`config.mk`:
```
export PLATFORM = sky130hd
export DESIGN_NAME = fetch_stage
export DESIGN_NICKNAME = d
export VERILOG_FILES = /design/src/rtl/fetch_stage_pkg.sv /design/src/rtl/fetch_stage_pc_reg.sv /design/src/rtl/fetch_stage.sv
export SDC_FILE = /design/constraint.sdc
export NUM_CORES = 1
export LEC_CHECK = 0
export BUFFER_PORTS_ARGS = -buffer_cell sky130_fd_sc_hd__buf_2
export CAP_MARGIN = 30
export CORE_MARGIN = 2
export CORE_UTILIZATION = 50
export CTS_CLUSTER_SIZE = 10
export DETAILED_ROUTE_END_ITERATION = 6
export GPL_ROUTABILITY_DRIVEN = 0
export HOLD_SLACK_MARGIN = 0.06
export PLACE_DENSITY = 0.95
export SLEW_MARGIN = 15
export SYNTH_ARGS = -nofsm -noshare
export SYNTH_HDL_FRONTEND = slang
export SYNTH_SLANG_ARGS = --single-unit
```
`constraint.sdc`:
```
create_clock -name clk -period 7.9 [get_ports clk]
set_input_delay 1.975 -clock clk [delete_from_list [all_inputs] [get_ports clk]]
set_output_delay 1.975 -clock clk [all_outputs]
set_load 0.01 [all_outputs]
```
`src/rtl/fetch_stage_pkg.sv`:
```
// Shared types and constants for the instruction-fetch stage and its PC register.
package fetch_stage_pkg;

    localparam int WORD_WIDTH = 32;
    localparam logic [WORD_WIDTH-1:0] ZERO_WORD = '0;
    localparam logic [WORD_WIDTH-1:0] RESET_PC_VALUE = 32'hBFC0_0000;

    // Decode-slot occupancy: nothing, the word on the SRAM read port, or the hold buffer.
    typedef enum logic [1:0] {
        FETCH_EMPTY = 2'd0,
        FETCH_LIVE  = 2'd1,
        FETCH_HELD  = 2'd2
    } fetch_state_e;

    typedef struct packed {
        logic [WORD_WIDTH-1:0] instr;
        logic                  valid;
    } slot_out_t;

    // Maps the slot state onto what decode sees; EMPTY always presents a nop.
    function automatic slot_out_t slot_view(input fetch_state_e st,
                                            input logic [WORD_WIDTH-1:0] rdata,
                                            input logic [WORD_WIDTH-1:0] held);
        slot_out_t o;
        o.instr = ZERO_WORD;
        o.valid = 1'b0;
        case (st)
            FETCH_LIVE: begin
                o.instr = rdata;
                o.valid = 1'b1;
            end
            FETCH_HELD: begin
                o.instr = held;
                o.valid = 1'b1;
            end
            default: begin
                o.instr = ZERO_WORD;
                o.valid = 1'b0;
            end
        endcase
        return o;
    endfunction

endpackage

```
`src/rtl/fetch_stage_pc_reg.sv`:
```
// Fetch PC register: asynchronous reset to the boot vector, loads only when enabled.
module pc_reg
    import fetch_stage_pkg::*;
#(
    parameter logic [WORD_WIDTH-1:0] RESET_PC = RESET_PC_VALUE
) (
    input  logic                  clk,
    input  logic                  rst,
    input  logic                  en_i,
    input  logic [WORD_WIDTH-1:0] d_i,
    output logic [WORD_WIDTH-1:0] q_o
);

    logic [WORD_WIDTH-1:0] pc_q;
    logic [WORD_WIDTH-1:0] pc_d;

    // Hold the PC unless a fetch is issued this cycle.
    always_comb begin
        pc_d = pc_q;
        if (en_i) begin
            pc_d = d_i;
        end
    end

    // PC state register.
    always_ff @(posedge clk or posedge rst) begin
        if (rst) begin
            pc_q <= RESET_PC;
        end else begin
            pc_q <= pc_d;
        end
    end

    assign q_o = pc_q;

endmodule

```
`src/rtl/fetch_stage.sv`:
```
// Instruction fetch plus the IF/ID boundary. The SRAM answers one cycle after the
// request, so a freshly fetched word is shown straight from the read port (LIVE);
// when decode stalls, that word is captured into hold_q (HELD) so it survives
// the SRAM port being idle or reused.
//
//   state       | meaning
//   FETCH_EMPTY | bubble in decode: instrD = 0, validD = 0
//   FETCH_LIVE  | decode sees inst_sram_rdata for the previous cycle's request
//   FETCH_HELD  | decode stalled; decode sees the captured word in hold_q
module fetch_stage
    import fetch_stage_pkg::*;
#(
    parameter logic [WORD_WIDTH-1:0] RESET_PC = RESET_PC_VALUE
) (
    input  logic                  clk,
    input  logic                  rst,
    input  logic [WORD_WIDTH-1:0] npc,
    input  logic                  stallF,
    input  logic                  stallD,
    input  logic                  flushD,
    output logic                  inst_sram_en,
    output logic [WORD_WIDTH-1:0] inst_sram_addr,
    input  logic [WORD_WIDTH-1:0] inst_sram_rdata,
    output logic [WORD_WIDTH-1:0] pcF,
    output logic [WORD_WIDTH-1:0] instrD,
    output logic [WORD_WIDTH-1:0] pcD,
    output logic                  validD
);

    logic                  issue;
    logic                  load_pcd;
    fetch_state_e          state_q;
    fetch_state_e          state_d;
    logic [WORD_WIDTH-1:0] hold_q;
    logic [WORD_WIDTH-1:0] hold_d;
    logic [WORD_WIDTH-1:0] pcd_q;
    logic [WORD_WIDTH-1:0] pcd_d;
    slot_out_t             slot;

    // rst is folded in so no request leaves while reset is held.
    assign issue          = ~stallF & ~rst;
    assign inst_sram_en   = issue;
    assign inst_sram_addr = pcF;

    // A flushed fetch still advances the PC, but its PC never reaches decode.
    assign load_pcd = issue & ~stallD & ~flushD;

    pc_reg #(
        .RESET_PC(RESET_PC)
    ) u_pc_reg (
        .clk (clk),
        .rst (rst),
        .en_i(issue),
        .d_i (npc),
        .q_o (pcF)
    );

    // Decode-slot next state and hold-buffer capture; flush beats stall.
    always_comb begin
        state_d = state_q;
        hold_d  = hold_q;
        if (flushD) begin
            state_d = FETCH_EMPTY;
        end else if (stallD) begin
            if (state_q == FETCH_LIVE) begin
                state_d = FETCH_HELD;
                hold_d  = inst_sram_rdata;
            end
        end else begin
            state_d = issue ? FETCH_LIVE : FETCH_EMPTY;
        end
    end

    // pcD follows the fetch PC only when the word actually enters decode.
    always_comb begin
        pcd_d = pcd_q;
        if (load_pcd) begin
            pcd_d = pcF;
        end
    end

    // Slot state, hold buffer and decode PC registers.
    always_ff @(posedge clk or posedge rst) begin
        if (rst) begin
            state_q <= FETCH_EMPTY;
            hold_q  <= ZERO_WORD;
            pcd_q   <= ZERO_WORD;
        end else begin
            state_q <= state_d;
            hold_q  <= hold_d;
            pcd_q   <= pcd_d;
        end
    end

    // Decode-facing instruction is combinational from slot state and the read port.
    always_comb begin
        slot = slot_view(state_q, inst_sram_rdata, hold_q);
    end

    assign instrD = slot.instr;
    assign validD = slot.valid;
    assign pcD    = pcd_q;

endmodule
```
==> qor.txt <==
Die Footprint: 9480 µm²
Crit path capture: inst_sram_en
Clk buf depth: 2
First-pass DRT Iterations: 4
Required time worst endpoint: 5.93 ns
Max Freq: 208 MHz
R2r setup slk: 6.03 ns
Count leader, synth: mux2_2
Die Ht: 97.3 µm
RSZ-0062 raised after global routing: no
Post-synth top area share: 51.1%
Met1 Use GR: 24.3%
Starting DRC count in detailed routing: 71
Cell repeated most along the worst path: buf_2
Synth Register Bits: 98
Comb power frac: 23.6%
CORE AREA: 8590 µm²
Layout cells sized above 1: 66.2%
Worst Reg2Reg Path Length in Cells: 4
Pin count of the biggest net entering global routing: 62
Starting Density: 50.7%
Die X: 97.3 µm
Final hold slack: 0.510 ns
Ports: 199
Total wire length: 9.35 mm
Area leader, netlist: dfrtp_1
CP cell instances: buf_2 -> nor2_4 -> buf_4 -> buf_2
CP top delay family: buffers and inverters
Min-delay worst type: flop to flop
CP startpoint: rst
Hold Buf Count CTS: 0
Post-Syn Instances: 324
Mapped Area: 4360 µm²
Met2 Use GR: 33.5%
Via Count: 3086
Final hold vios: 0
Worst path depth: 4
Internal power: 0.979 mW
Crit Reg-Reg Startpoint: state_q[0]
CTS tree: yes
Hpwl dp: 6.89 mm
Sequential cell area: 2460 µm²
Setup Skew: 0.0114 ns
GRT Total Usage: 19.5%
Post-synth top cells: mux2_2 (94), dfrtp_1 (89), nor2_1 (33), a22oi_1 (32), buf_4 (32)
Setup crit start kind: input port
CP Max Fanout: 33
M3 GR Usage: 5.32%
Flop pwr share: 50.3%
Outcome: completed
Vias in the first global route: 3087
Initial antenna violation count: 0
Synth async-reset ratio: 100%
Count of input and output buffers: 198
First-pass GRT wire length: 15.0 mm
ANT nets after route: 0
# diodes: 0
Worst path slowest cell: buf_4
Setup TNS: 0 ns
Number of max-cap violations: 0
Leak: 2.69 nW
PD cells: 249 nW/µm²
Gr ovfl total: 0
H-Tree Level Count: 3
Gr busiest metal: met2
Area delta synth->final: 26.2%
DR WL/cell: 15.5 µm
Fillcell total: 630
Sequential area share after synthesis: 56.5%
Area of the multi-input gates: 1540 µm²
Resized cells post-CTS: 0
Net Sw Power: 0.389 mW
YS warnings: 0
Sw frac: 28.4%
Post-Layout Cell Count: 602
Post-CTS Setup Repair Bufs: 0
Post-synthesis cell type count: 18
Worst Path Arrival: 2.83 ns
Reg-to-Reg End: hold_q[11]
Worst-margin pin slew: 0.540 ns
Pins Over Slew Limit: 0
Core Rows: 34
Syn nets: 395
EDFF count, synth: 0
Via density: 5.13
CTS Buf Count: 9
Final period util: 60.8%
Clock Sinks: 98
Critical path class: input port to output port
CP Buf/Inv Count: 3
Clock-pin slew on the worst setup and hold paths: 0.09 ns
Root Buffer: clkbuf_8
Clock power share: 26.2%
Placed cell count: 584
Synth Flop Type: dfrtp_1
Syn Area/Cell: 13.4 µm²
Nets: 560
Worst rel slew slack: 64.0%
Crit. End Element: output port
Synth area leaders: dfrtp_1 (51%), mux2_2 (24%), a22oi_1 (5.5%)
Min cycle time layout: 4.81 ns
CP peak stage delay: 0.38 ns
VDD IR max: 0.178 mV
Setup-failing EPs final: 0
Clk Latency, worst-skew pair: 0.34 ns
DRC errors left: 0
-- worst reg2reg max path, stage by stage (launching register included) --
cell and delay, ns:
dfrtp_1 0.41, ha_1 0.39, nand3b_1 0.17, buf_4 0.38, mux2_2 0.41
-- worst min path at each step --
stage | startpoint | end | slack (ns) | cells after the start
2_1_floorplan | hold_q[0] | hold_q[0] | 0.48 | 1
3_3_place_gp | pcD[26] | pcD[26] | 0.46 | 1
3_5_place_dp | pcD[9] | pcD[9] | 0.49 | 1
4_1_cts | pcD[9] | pcD[9] | 0.51 | 1
5_1_grt | hold_q[2] | hold_q[2] | 0.52 | 1
6_report | pcD[4] | pcD[4] | 0.51 | 1
-- kinds of logic (layout without fill, tap and decap cells) --
family                     Yosys count  count (layout)  share of synthesized area [%]
buffers and inverters               56             226                           8.30
AOI/OAI and AO/OA                   33              33                           5.63
muxes                               96              96                           24.8
and+or+nand+nor                     39              39                           4.14
DFF                                 98              98                           56.5
adders and majority gates            2               2                          0.574
-- layout make-up --
class                      instances  area share [%]
clock buffer                      11            2.57
clock inverter                     5            1.55
inverter                           4           0.319
multi-input combinational        170            27.9
sequential                        98            44.8
tap                              108            2.46
timing repair buffer             206            20.3
-- power groups by stage --
| stage | clock network, mW | logic (mW) | registers (mW) |
|---|---|---|---|
| after floorplan | 0 | 0.173 | 0.721 |
| after global placement | 0 | 0.310 | 0.686 |
| after detailed placement | 0 | 0.327 | 0.696 |
| after CTS | 0.368 | 0.327 | 0.688 |
| after global routing | 0.390 | 0.348 | 0.703 |
| final | 0.358 | 0.323 | 0.687 |
-- cell usage in the layout, fill, tap and decap left out, types with 2 or more instances in the layout --
cell type  instances
bufinv_16          2
dfrtp_1           89
ha_1               2
buf_2            198
nor2_1            33
clkbuf_8          10
buf_6              2
mux2_2            94
buf_4              3
a22oi_1           32
dfstp_2            9
buf_16             3
nand3b_1           2
inv_1              3
mux2_1             2
-- per-stage QoR --
step | area (µm²) | total power, mW | worst slack [ns] | util, %
global route | 5500 | 1.44 | 3.04 | 64.0
finish | 5500 | 1.37 | 3.09 | 64.0
global placement | 5170 | 0.996 | 3.10 | 60.1
floorplan | 4360 | 0.894 | 3.38 | -
CTS | 5480 | 1.38 | 3.08 | 63.7
detailed placement | 5250 | 1.02 | 3.07 | 61.1
-- flip-flops by register name, summed over array words and instances (netlist names) --
register      flops
hold_q           32
u_pc_reg.q_o     32
pcD              32
state_q           2
-- layer usage --
layer	up-vias	part of all wire, %	wire (µm)
met2	135	51	4780
met1	1509	40	3770
li1	1436	-	-
met4	0	0.81	76
met5	-	0	0
met3	6	7.7	719
(Power assumes the default switching activity.)
